`src/rtl/exp_aligner_pkg.sv`:
```
`default_nettype none
// ============================================================================
// Module   : exp_aligner_pkg
// Purpose  : Shared widths and state encoding for the FP32 multi-operand
//            adder front end (exponent aligner and its shifter).
// Contents : EXP_W, FRAC_W, MANT_W, HIDDEN_POS, GUARD_W, state_t
// Revision : 1.0 - initial release
// ============================================================================
package exp_aligner_pkg;

    localparam int EXP_W      = 8;
    localparam int FRAC_W     = 23;
    localparam int MANT_W     = 50;
    localparam int HIDDEN_POS = 46;
    localparam int GUARD_W    = 23;

    typedef enum logic [0:0] {
        COLLECT = 1'b0,
        EMIT    = 1'b1
    } state_t;

endpackage
`default_nettype wire

```
`src/rtl/exp_aligner_shifter.sv`:
```
`default_nettype none
// ============================================================================
// Module   : align_shifter
// Purpose  : Combinational right shift of a 24-bit significand placed at
//            bits [46:23] of a 50-bit magnitude, with sticky collection
//            into bit 0.
// Ports    : i_m   [23:0] significand {hidden, frac}
//            i_d   [7:0]  right-shift distance
//            o_mag [49:0] aligned magnitude
// Revision : 1.0 - initial release
// ============================================================================
module align_shifter
    import exp_aligner_pkg::*;
(
    input  logic [FRAC_W:0]   i_m,
    input  logic [EXP_W-1:0]  i_d,
    output logic [MANT_W-1:0] o_mag
);

    localparam logic [MANT_W-1:0] c_STICKY_ONLY = {{(MANT_W-1){1'b0}}, 1'b1};

    logic [MANT_W-1:0] w_placed;
    logic [MANT_W-1:0] w_shifted;
    logic [MANT_W-1:0] w_lost;

    always_comb begin
        // Three headroom bits above the hidden one, guard field below it.
        w_placed  = {{(MANT_W-HIDDEN_POS-1){1'b0}}, i_m, {GUARD_W{1'b0}}};
        w_shifted = w_placed >> i_d;
        // Bits that fall below bit 0 are exactly those under the low mask.
        w_lost    = w_placed & ~({MANT_W{1'b1}} << i_d);
        if (i_d >= EXP_W'(MANT_W)) begin
            o_mag = c_STICKY_ONLY;
        end else begin
            o_mag = w_shifted | {{(MANT_W-1){1'b0}}, |w_lost};
        end
    end

endmodule
`default_nettype wire

```
`src/rtl/exp_aligner.sv`:
```
`default_nettype none
// ============================================================================
// Module   : exp_aligner
// Purpose  : Collects a batch of up to DEPTH float32 operands, tracks the
//            batch maximum exponent, then emits every operand as sign plus
//            a 50-bit magnitude right-aligned to that maximum.
// Ports    : clk, rst_n (async active-low)
//            in_valid/in_ready/in_data[31:0]/in_last   operand input
//            out_valid/out_ready                       output handshake
//            out_sign, out_mant[49:0], out_exp_max[7:0],
//            out_last, out_special                     aligned operand
// Revision : 1.0 - initial release
// ============================================================================
module exp_aligner
    import exp_aligner_pkg::*;
#(
    parameter int DEPTH = 8
)(
    input  logic              clk,
    input  logic              rst_n,
    input  logic              in_valid,
    output logic              in_ready,
    input  logic [31:0]       in_data,
    input  logic              in_last,
    output logic              out_valid,
    input  logic              out_ready,
    output logic              out_sign,
    output logic [MANT_W-1:0] out_mant,
    output logic [EXP_W-1:0]  out_exp_max,
    output logic              out_last,
    output logic              out_special
);

    localparam int c_IDX_W = (DEPTH > 1) ? $clog2(DEPTH) : 1;
    localparam int c_CNT_W = c_IDX_W + 1;
    localparam logic [c_CNT_W-1:0] c_CNT_ONE   = c_CNT_W'(1);
    localparam logic [c_CNT_W-1:0] c_CNT_CLOSE = c_CNT_W'(DEPTH - 1);
    localparam logic [c_IDX_W-1:0] c_IDX_ONE   = c_IDX_W'(1);

    // ------------------------------------------------------------------
    // State
    // ------------------------------------------------------------------
    state_t             r_state;
    logic [c_CNT_W-1:0] r_count;
    logic [c_IDX_W-1:0] r_idx;
    logic [EXP_W-1:0]   r_exp_max;
    logic               r_special;
    logic [31:0]        r_buf [DEPTH];

    logic               r_out_valid;
    logic               r_out_sign;
    logic [MANT_W-1:0]  r_out_mant;
    logic [EXP_W-1:0]   r_out_exp_max;
    logic               r_out_last;
    logic               r_out_special;

    // ------------------------------------------------------------------
    // Next-state signals
    // ------------------------------------------------------------------
    state_t             w_state_nxt;
    logic [c_CNT_W-1:0] w_count_nxt;
    logic [c_IDX_W-1:0] w_idx_nxt;
    logic [EXP_W-1:0]   w_exp_max_nxt;
    logic               w_special_nxt;
    logic               w_out_valid_nxt;
    logic               w_out_sign_nxt;
    logic [MANT_W-1:0]  w_out_mant_nxt;
    logic [EXP_W-1:0]   w_out_exp_max_nxt;
    logic               w_out_last_nxt;
    logic               w_out_special_nxt;

    logic               w_in_fire;
    logic               w_out_fire;
    logic               w_close;
    logic [EXP_W-1:0]   w_in_exp;
    logic [EXP_W-1:0]   w_exp_max_upd;
    logic               w_special_upd;
    logic [c_IDX_W-1:0] w_idx_inc;

    logic [31:0]        w_src;
    logic [EXP_W-1:0]   w_src_exp;
    logic [EXP_W-1:0]   w_src_exp_max;
    logic [EXP_W-1:0]   w_d;
    logic [FRAC_W:0]    w_m;
    logic [MANT_W-1:0]  w_shift_mag;
    logic [MANT_W-1:0]  w_src_mag;

    assign in_ready = (r_state == COLLECT);

    always_comb begin
        w_in_exp      = in_data[30:23];
        w_in_fire     = in_valid && (r_state == COLLECT);
        w_out_fire    = r_out_valid && out_ready;
        // exp==0 can never exceed the running max, so zeros/denormals drop out.
        w_exp_max_upd = (w_in_exp > r_exp_max) ? w_in_exp : r_exp_max;
        w_special_upd = r_special || (w_in_exp == {EXP_W{1'b1}});
        w_close       = in_last || (r_count == c_CNT_CLOSE);
        w_idx_inc     = r_idx + c_IDX_ONE;

        // The aligner always works on the operand the output register
        // loads next: buf[0] (or the word arriving now when it is the
        // only one) at batch close, buf[idx+1] while emitting.
        if (r_state == COLLECT) begin
            w_src         = (r_count == '0) ? in_data : r_buf[0];
            w_src_exp_max = w_exp_max_upd;
        end else begin
            w_src         = r_buf[w_idx_inc];
            w_src_exp_max = r_exp_max;
        end
        w_src_exp = w_src[30:23];
        w_d       = w_src_exp_max - w_src_exp;
        w_m       = {(w_src_exp != '0), w_src[FRAC_W-1:0]};
    end

    align_shifter u_shifter (
        .i_m   (w_m),
        .i_d   (w_d),
        .o_mag (w_shift_mag)
    );

    // Zero and denormal operands are flushed to a zero magnitude.
    assign w_src_mag = (w_src_exp == '0) ? '0 : w_shift_mag;

    // ------------------------------------------------------------------
    // Next-state / output-register logic
    // ------------------------------------------------------------------
    always_comb begin
        w_state_nxt       = r_state;
        w_count_nxt       = r_count;
        w_idx_nxt         = r_idx;
        w_exp_max_nxt     = r_exp_max;
        w_special_nxt     = r_special;
        w_out_valid_nxt   = r_out_valid;
        w_out_sign_nxt    = r_out_sign;
        w_out_mant_nxt    = r_out_mant;
        w_out_exp_max_nxt = r_out_exp_max;
        w_out_last_nxt    = r_out_last;
        w_out_special_nxt = r_out_special;

        case (r_state)
            COLLECT: begin
                if (w_in_fire) begin
                    w_count_nxt   = r_count + c_CNT_ONE;
                    w_exp_max_nxt = w_exp_max_upd;
                    w_special_nxt = w_special_upd;
                    if (w_close) begin
                        w_state_nxt       = EMIT;
                        w_idx_nxt         = '0;
                        w_out_valid_nxt   = 1'b1;
                        w_out_sign_nxt    = w_src[31];
                        w_out_mant_nxt    = w_src_mag;
                        w_out_exp_max_nxt = w_exp_max_upd;
                        w_out_last_nxt    = (r_count == '0);
                        w_out_special_nxt = w_special_upd;
                    end
                end
            end
            EMIT: begin
                if (w_out_fire) begin
                    if (r_out_last) begin
                        w_state_nxt       = COLLECT;
                        w_count_nxt       = '0;
                        w_idx_nxt         = '0;
                        w_exp_max_nxt     = '0;
                        w_special_nxt     = 1'b0;
                        w_out_valid_nxt   = 1'b0;
                        w_out_sign_nxt    = 1'b0;
                        w_out_mant_nxt    = '0;
                        w_out_exp_max_nxt = '0;
                        w_out_last_nxt    = 1'b0;
                        w_out_special_nxt = 1'b0;
                    end else begin
                        w_idx_nxt       = w_idx_inc;
                        w_out_valid_nxt = 1'b1;
                        w_out_sign_nxt  = w_src[31];
                        w_out_mant_nxt  = w_src_mag;
                        w_out_last_nxt  = ({1'b0, w_idx_inc} == (r_count - c_CNT_ONE));
                    end
                end
            end
            default: begin
                w_state_nxt = COLLECT;
            end
        endcase
    end

    always_ff @(posedge clk or negedge rst_n) begin
        if (!rst_n) begin
            r_state       <= COLLECT;
            r_count       <= '0;
            r_idx         <= '0;
            r_exp_max     <= '0;
            r_special     <= 1'b0;
            r_out_valid   <= 1'b0;
            r_out_sign    <= 1'b0;
            r_out_mant    <= '0;
            r_out_exp_max <= '0;
            r_out_last    <= 1'b0;
            r_out_special <= 1'b0;
        end else begin
            r_state       <= w_state_nxt;
            r_count       <= w_count_nxt;
            r_idx         <= w_idx_nxt;
            r_exp_max     <= w_exp_max_nxt;
            r_special     <= w_special_nxt;
            r_out_valid   <= w_out_valid_nxt;
            r_out_sign    <= w_out_sign_nxt;
            r_out_mant    <= w_out_mant_nxt;
            r_out_exp_max <= w_out_exp_max_nxt;
            r_out_last    <= w_out_last_nxt;
            r_out_special <= w_out_special_nxt;
        end
    end

    // Operand buffer; the write slot is the running count.
    always_ff @(posedge clk or negedge rst_n) begin
        if (!rst_n) begin
            for (int i = 0; i < DEPTH; i++) begin
                r_buf[i] <= '0;
            end
        end else if (w_in_fire) begin
            r_buf[r_count[c_IDX_W-1:0]] <= in_data;
        end
    end

    assign out_valid   = r_out_valid;
    assign out_sign    = r_out_sign;
    assign out_mant    = r_out_mant;
    assign out_exp_max = r_out_exp_max;
    assign out_last    = r_out_last;
    assign out_special = r_out_special;

endmodule
`default_nettype wire
```
`config.mk`:
```
export PLATFORM = sky130hd
export DESIGN_NAME = exp_aligner
export DESIGN_NICKNAME = d
export VERILOG_FILES = /design/src/rtl/exp_aligner_pkg.sv /design/src/rtl/exp_aligner_shifter.sv /design/src/rtl/exp_aligner.sv
export SDC_FILE = /design/constraint.sdc
export NUM_CORES = 1
export LEC_CHECK = 0
export BUFFER_PORTS_ARGS = -buffer_cell sky130_fd_sc_hd__clkbuf_2
export CORE_AREA = 2 2 219 178
export DETAILED_ROUTE_END_ITERATION = 16
export DIE_AREA = 0 0 221 180
export GPL_TIMING_DRIVEN = 0
export PLACE_DENSITY_LB_ADDON = 0.15
export SYNTH_ARGS = -nofsm -noshare
export SYNTH_HDL_FRONTEND = slang
export SYNTH_SLANG_ARGS = --single-unit
```
`constraint.sdc`:
```
create_clock -name clk -period 5.75 [get_ports clk]
set_input_delay 0.575 -clock clk [delete_from_list [all_inputs] [get_ports clk]]
set_output_delay 0.575 -clock clk [all_outputs]
set_load 0.005 [all_outputs]
```
==> results.yml, run 1 <==
status:
  status: "completed"
worst_setup_path:
  path_class: "reg -> reg"
  crit_top_cell: "inv_1"
  worstPathCellList: "inv_1 > ha_1 > nor2b_1 > o211ai_1 > a21o_1 > inv_1 > o21bai_1 > buf_6 > mux2i_1 > nor2_2 > a21o_1 > inv_1 > fa_1 > buf_1 > inv_1 > clkbuf_1 > nor4_1 > a311o_1 > a21oi_1 > o21ai_0 > a22o_1"
  critPathCaptureType: "register"
  crit_path_start_kind: "register"
  cp_slowest_cell: "a21oi_1"
  max_stage_delay_ns: 0.54
  required_ns: 6.17
  arrival_ns: 5.94
  critPathMaxFanout: 10
synthesis:
  synth_area_um2: 18600
  yosysUniqueCellTypes: 78
  synthArstFlopShare: 1.00
  yosysSeqAreaShare: 0.447
  avgSynthCellArea_um2: 11.2
  syn_inst: 1654
  ys_ff_latch: 332
  yosysWarnings: 0
  synth_edf_count: 0
  synth_ff_type: "dfrtp_1"
sta:
  hold_viol_final: 0
  slew_headroom: 0.194
  min_period_ns: 5.52
  fin_crit_sh: 0.960
  timing.fmax_ghz: 0.181
  drv_slew: 0
  skew_ns: 0.0161
  report.final.setup_viol: 0
  hold_slack_ns: 0.0277
  tightest_slew_ns: 1.20
  tns_ns: 0
final_layout:
  nets: 1851
  mostFrequentLayoutCells: "332 x dfrtp_1, 263 x mux2_2, 190 x mux2i_1, 102 x nand2_1, 99 x clkbuf_2"
  drive_above_1_share: 0.288
  areaGrowthSynthToFinish_pct: 13.6
  fillCellCount: 3286
  mostFrequentLayoutCell: "dfrtp_1"
job:
  drv_cap: 0
clocking:
  ctsHoldBuffers: 0
  cts_tree: "done"
  cts_buffer_depth: 3
  cts.sinks: 332
  clkTransAtPathRegs_ns: 0.06
  root_buffer: "clkbuf_16"
  clkLatencyLatePin_ns: 0.54
  htreeDepth: 2
  cts_buffers: 37
global_routing:
  grt_pass1_wl_um: 86200
  first_global_vias: 14100
  grt_usage: 0.279
  grt.overflow.total: 0
  antenna_found_initial: 2
  grt_max_degree: 110
floorplan:
  die_w_um: 221
  die_area_um2: 39800
  io_pins: 100
  die_h_um: 180
  core-area_um2: 37700
  start_util: 0.492
  num_rows: 64
drt:
  route.vias.total: 14400
  drt-total-wl_um: 56100
  viasPerCell: 6.22
  wl_per_cell_um: 24.2
  ant_nets: 0
  first_pass_iters: 6
  drc: 0
  drt_iter0_markers: 1410
placement:
  dp_hpwl_um: 40200
  place.port_buffers: 95
  globalplace.congestion: 0.960
worst_hold_path:
  hold_path.class: "in -> async"
[registers in the layout, indices dropped and copies added (netlist names)]
signal	count
r_special	1
out_special	1
out_exp_max	8
out_valid	1
r_exp_max	8
r_state	1
out_sign	1
r_count	4
r_buf	256
r_idx	3
out_mant	47
out_last	1
[cell type report]
type | instances | area, µm² | share of cell area
antenna | 1 | 2.50 | 0.000119
buffer | 117 | 614 | 0.0291
clock buffer | 52 | 1040 | 0.0495
clock inverter | 12 | 171 | 0.00813
inverter | 23 | 86.3 | 0.00409
multi-input combinational | 1180 | 9630 | 0.457
sequential | 332 | 8310 | 0.394
tap | 495 | 619 | 0.0294
timing repair buffer | 104 | 609 | 0.0289
[worst max-delay path: cells and delay by family, from the launching register on]
family | cells | cell delay, ns
buffers and inverters | 7 | 1.39
AOI/OAI and AO/OA | 8 | 2.27
and+or+nand+nor | 3 | 0.35
DFF | 1 | 0.37
muxes | 1 | 0.26
adders and majority gates | 2 | 0.76
[metal layers]
layer  global-route usage  wire (µm)
met1                0.408      25900
met2                0.419      24600
met3               0.0579       4020
met4               0.0830       1610
met5                    0         11
[what timing repair did]
item,4_1_cts,5_1_grt
setup endpoints to repair,47,44
buffers inserted,3,2
gates resized for setup,10,20
pin swaps,1,1
[worst paths after layout]
kind                               from           end  slack (ns)  cells past startpoint
max                        r_exp_max[1]  out_mant[33]        0.23                     21
min                               rst_n    r_buf[123]        0.03                      1
max reg2reg                r_exp_max[1]  out_mant[33]        0.23                     21
min reg2reg                 out_mant[7]   out_mant[7]        0.47                      2
max in group asynchronous         rst_n    r_buf[115]        4.40                      3
min in group clk            in_data[23]     r_buf[87]        0.40                      2
[per-stage QoR]
step,util,cells,worst slack (ns),area (µm²)
after floorplan,-,1656,0.224,18600
after global routing,0.559,2316,-0.0322,21100
after detailed placement,0.524,2250,-1.33,19800
after CTS,0.557,2315,0.0243,21000
after global placement,0.522,2246,-3.05,19700
final,0.559,2316,0.231,21100
[cell usage after synthesis (all sizes together), types with 3 or more instances]
library cell,instances,area share
o221ai,3,0.0014
nor3b,3,0.0018
dfrtp,332,0.45
nand4,13,0.0044
or4,3,0.0012
or3,7,0.0024
a211oi,13,0.0053
a22o,15,0.0071
a32oi,5,0.0024
a41o,17,0.0092
a41oi,9,0.0046
nor3,20,0.0054
o211ai,12,0.0049
clkbuf,64,0.013
mux4,21,0.025
a21oi,42,0.011
xor2,5,0.0024
o22ai,6,0.0020
ha,18,0.012
o2bb2ai,3,0.0014
a22oi,29,0.012
and4,3,0.0014
nor2,97,0.022
and3,9,0.0030
a21o,16,0.0065
inv,21,0.0042
nand2,103,0.021
o21a,5,0.0020
or2,11,0.0037
a31oi,13,0.0044
o21ai,66,0.018
mux2,263,0.16
nand2b,6,0.0020
nor2b,14,0.0047
o31a,3,0.0014
mux2i,190,0.10
nor4,6,0.0028
xnor2,8,0.0038
buf,57,0.020
nand3,88,0.024
[kinds of logic after synthesis]
logic type	synth area share
xor gates and xnor gates	0.00613
muxes	0.287
AOI/OAI and AO/OA	0.107
buffers and inverters	0.0375
DFF	0.447
adders and majority gates	0.0132
other	0.000202
and+or+nand+nor	0.101
Power of run 1 is left out: the tool's default activity adds up to more than one toggle a clock period on the data nets, which glitch-free logic cannot reach.
==> inputs of run 2 (changes only) <==
--- a/config.mk
+++ b/config.mk
@@ -7,6 +7,7 @@
 export LEC_CHECK = 0
 export BUFFER_PORTS_ARGS = -buffer_cell sky130_fd_sc_hd__clkbuf_2
 export CORE_AREA = 2 2 219 178
+export CTS_BUF_LIST = sky130_fd_sc_hd__clkbuf_16
 export DETAILED_ROUTE_END_ITERATION = 16
 export DIE_AREA = 0 0 221 180
 export GPL_TIMING_DRIVEN = 0
==> run 2 against run 1 <==
  * Final area is 0.19% lower
  * Clock skew down 0.00093 ns
  * First-iteration DRC count fell by 3.0%
  * Worst setup slack got worse by 0.041 ns
  * Sequential share of layout area grew 0.075 points
  * Global-route usage about the same
  * Critical path depth unchanged
  * Worst hold slack better by 0.0042 ns
  * Fmax fell by 0.73%
  * Sequential cell count stayed put
  * Largest cell class unchanged
  * Highest routed layer unchanged
==> results.yml, run 2 (same netlist as run 1, synthesis figures left out) <==
status:
  status: "completed"
clocking:
  clkTransAtPathRegs_ns: 0.06
  cts.sinks: 332
  cts_buffers: 37
  root_buffer: "clkbuf_16"
  clkLatencyLatePin_ns: 0.54
  htreeDepth: 2
  cts_tree: "done"
  cts_buffer_depth: 3
drt:
  wl_per_cell_um: 24.2
  viasPerCell: 6.19
  drt-total-wl_um: 56200
  first_pass_iters: 6
  drt_iter0_markers: 1367
  drc: 0
  route.vias.total: 14300
  ant_nets: 0
placement:
  placed_cells: 2250
  dp_hpwl_um: 40200
  globalplace.congestion: 0.960
  place.port_buffers: 95
worst_setup_path:
  ff2ff_setup_slack_ns: 0.19
  cp_slowest_cell: "a21oi_1"
  max_stage_delay_ns: 0.56
  reg2reg_from: "r_exp_max[1]"
  arrival_ns: 5.98
  path_class: "reg -> reg"
  critPathBufInv: 7
  required_ns: 6.17
  critPathMaxFanout: 10
  ff2ff_path_depth: 21
  r2r_end: "out_mant[33]"
  critPathCaptureType: "register"
  crit_family: "compound AO/OA/AOI/OAI gates"
  crit_top_cell: "inv_1"
  crit_path_start_kind: "register"
  worstPathCellList: "inv_1 > ha_1 > nor2b_1 > o211ai_1 > a21o_1 > inv_1 > o21bai_1 > buf_6 > mux2i_1 > nor2_2 > a21o_1 > inv_1 > fa_1 > buf_1 > inv_1 > clkbuf_1 > nor4_1 > a311o_1 > a21oi_1 > o21ai_0 > a22o_1"
sta:
  report.final.setup_viol: 0
  skew_ns: 0.0152
  hold_viol_final: 0
  hold_slack_ns: 0.0320
  min_period_ns: 5.56
  slew_headroom: 0.189
  fin_crit_sh: 0.967
  drv_slew: 0
  tightest_slew_ns: 1.21
  timing.fmax_ghz: 0.180
final_layout:
  seqCellArea_um2: 8310
  drive_above_1_share: 0.286
  top_register: "r_buf"
  areaGrowthSynthToFinish_pct: 13.3
  fillCellCount: 3292
  mostFrequentLayoutCells: "332 x dfrtp_1, 263 x mux2_2, 190 x mux2i_1, 102 x nand2_1, 99 x clkbuf_2"
  multi_input_area_um2: 9630
  largest_register_ffs: 256
  layoutNonFillerInstCount: 2316
  mostFrequentLayoutCell: "dfrtp_1"
  nets: 1851
worst_hold_path:
  hold_path.class: "in -> async"
global_routing:
  grt_usage: 0.279
  antenna_found_initial: 2
  grt_pass1_wl_um: 86100
  first_global_vias: 14100
  grt.overflow.total: 0
  grt_max_degree: 110
floorplan:
  num_rows: 64
  die_w_um: 221
  start_util: 0.492
  die_area_um2: 39800
  core-area_um2: 37700
  io_pins: 100
  die_h_um: 180
job:
  drv_cap: 0
[run 2: changes by cell type in the layout (fill, tap and decap cells not counted)]
cell      before  now
clkbuf_1      68   58
clkbuf_8       5    1
clkinv_1       2    6
inv_1         21   31
[run 2: worst reg2reg max path: stages (launching register included)]
cell	delay (ns)
dfrtp_1	0.37
inv_1	0.07
ha_1	0.28
nor2b_1	0.13
o211ai_1	0.22
a21o_1	0.15
inv_1	0.04
o21bai_1	0.24
buf_6	0.21
mux2i_1	0.27
nor2_2	0.11
a21o_1	0.20
inv_1	0.08
fa_1	0.48
buf_1	0.35
inv_1	0.16
clkbuf_1	0.49
nor4_1	0.12
a311o_1	0.35
a21oi_1	0.56
o21ai_0	0.33
a22o_1	0.27
[run 2: what timing repair did]
action / 4_1_cts / 5_1_grt
pin swaps: 1 / 1
cloned: 0 / 0
resized for setup: 10 / 20
hold buffers: 0 / 0
endpoints found under the setup margin: 47 / 44
buffers inserted: 3 / 2
hold endpoints to repair: 0 / 0
[run 2: routing by layer]
layer | vias up | track usage | part of all wire
li1 | 6431 | - | -
met1 | 7309 | 0.408 | 0.46
met2 | 510 | 0.420 | 0.44
met3 | 91 | 0.0579 | 0.070
met4 | 2 | 0.0808 | 0.026
met5 | - | 0 | 0.00020
[run 2: per-stage QoR]
step	worst slack, ns	area (µm²)	utilization	TNS [ns]
finish	0.190	21000	0.558	0
global route	-0.0323	21000	0.558	-0.0598
CTS	0.0243	21000	0.556	0
detailed placement	-1.33	19800	0.524	-48.18
global placement	-3.05	19700	0.522	-1038.88
floorplan	0.224	18600	-	0
[run 2: worst max path at each step]
stage,start,to,cells past startpoint
finish,r_exp_max[1],out_mant[33],21
detailed placement,r_state,out_mant[5],19
global placement,rst_n,r_buf[110],1
floorplan,in_data[24],out_mant[0],23
global route,r_exp_max[1],out_mant[0],23
CTS,r_exp_max[1],out_mant[0],23
[run 2: cell type report]
cell class,instances,share of cell area
clock buffer,38,0.0452
buffer,117,0.0292
antenna,1,0.000119
tap,495,0.0294
sequential,332,0.395
multi-input combinational,1180,0.458
clock inverter,26,0.0106
inverter,23,0.00410
timing repair buffer,104,0.0290
Power of run 2 is left out for the same reason.
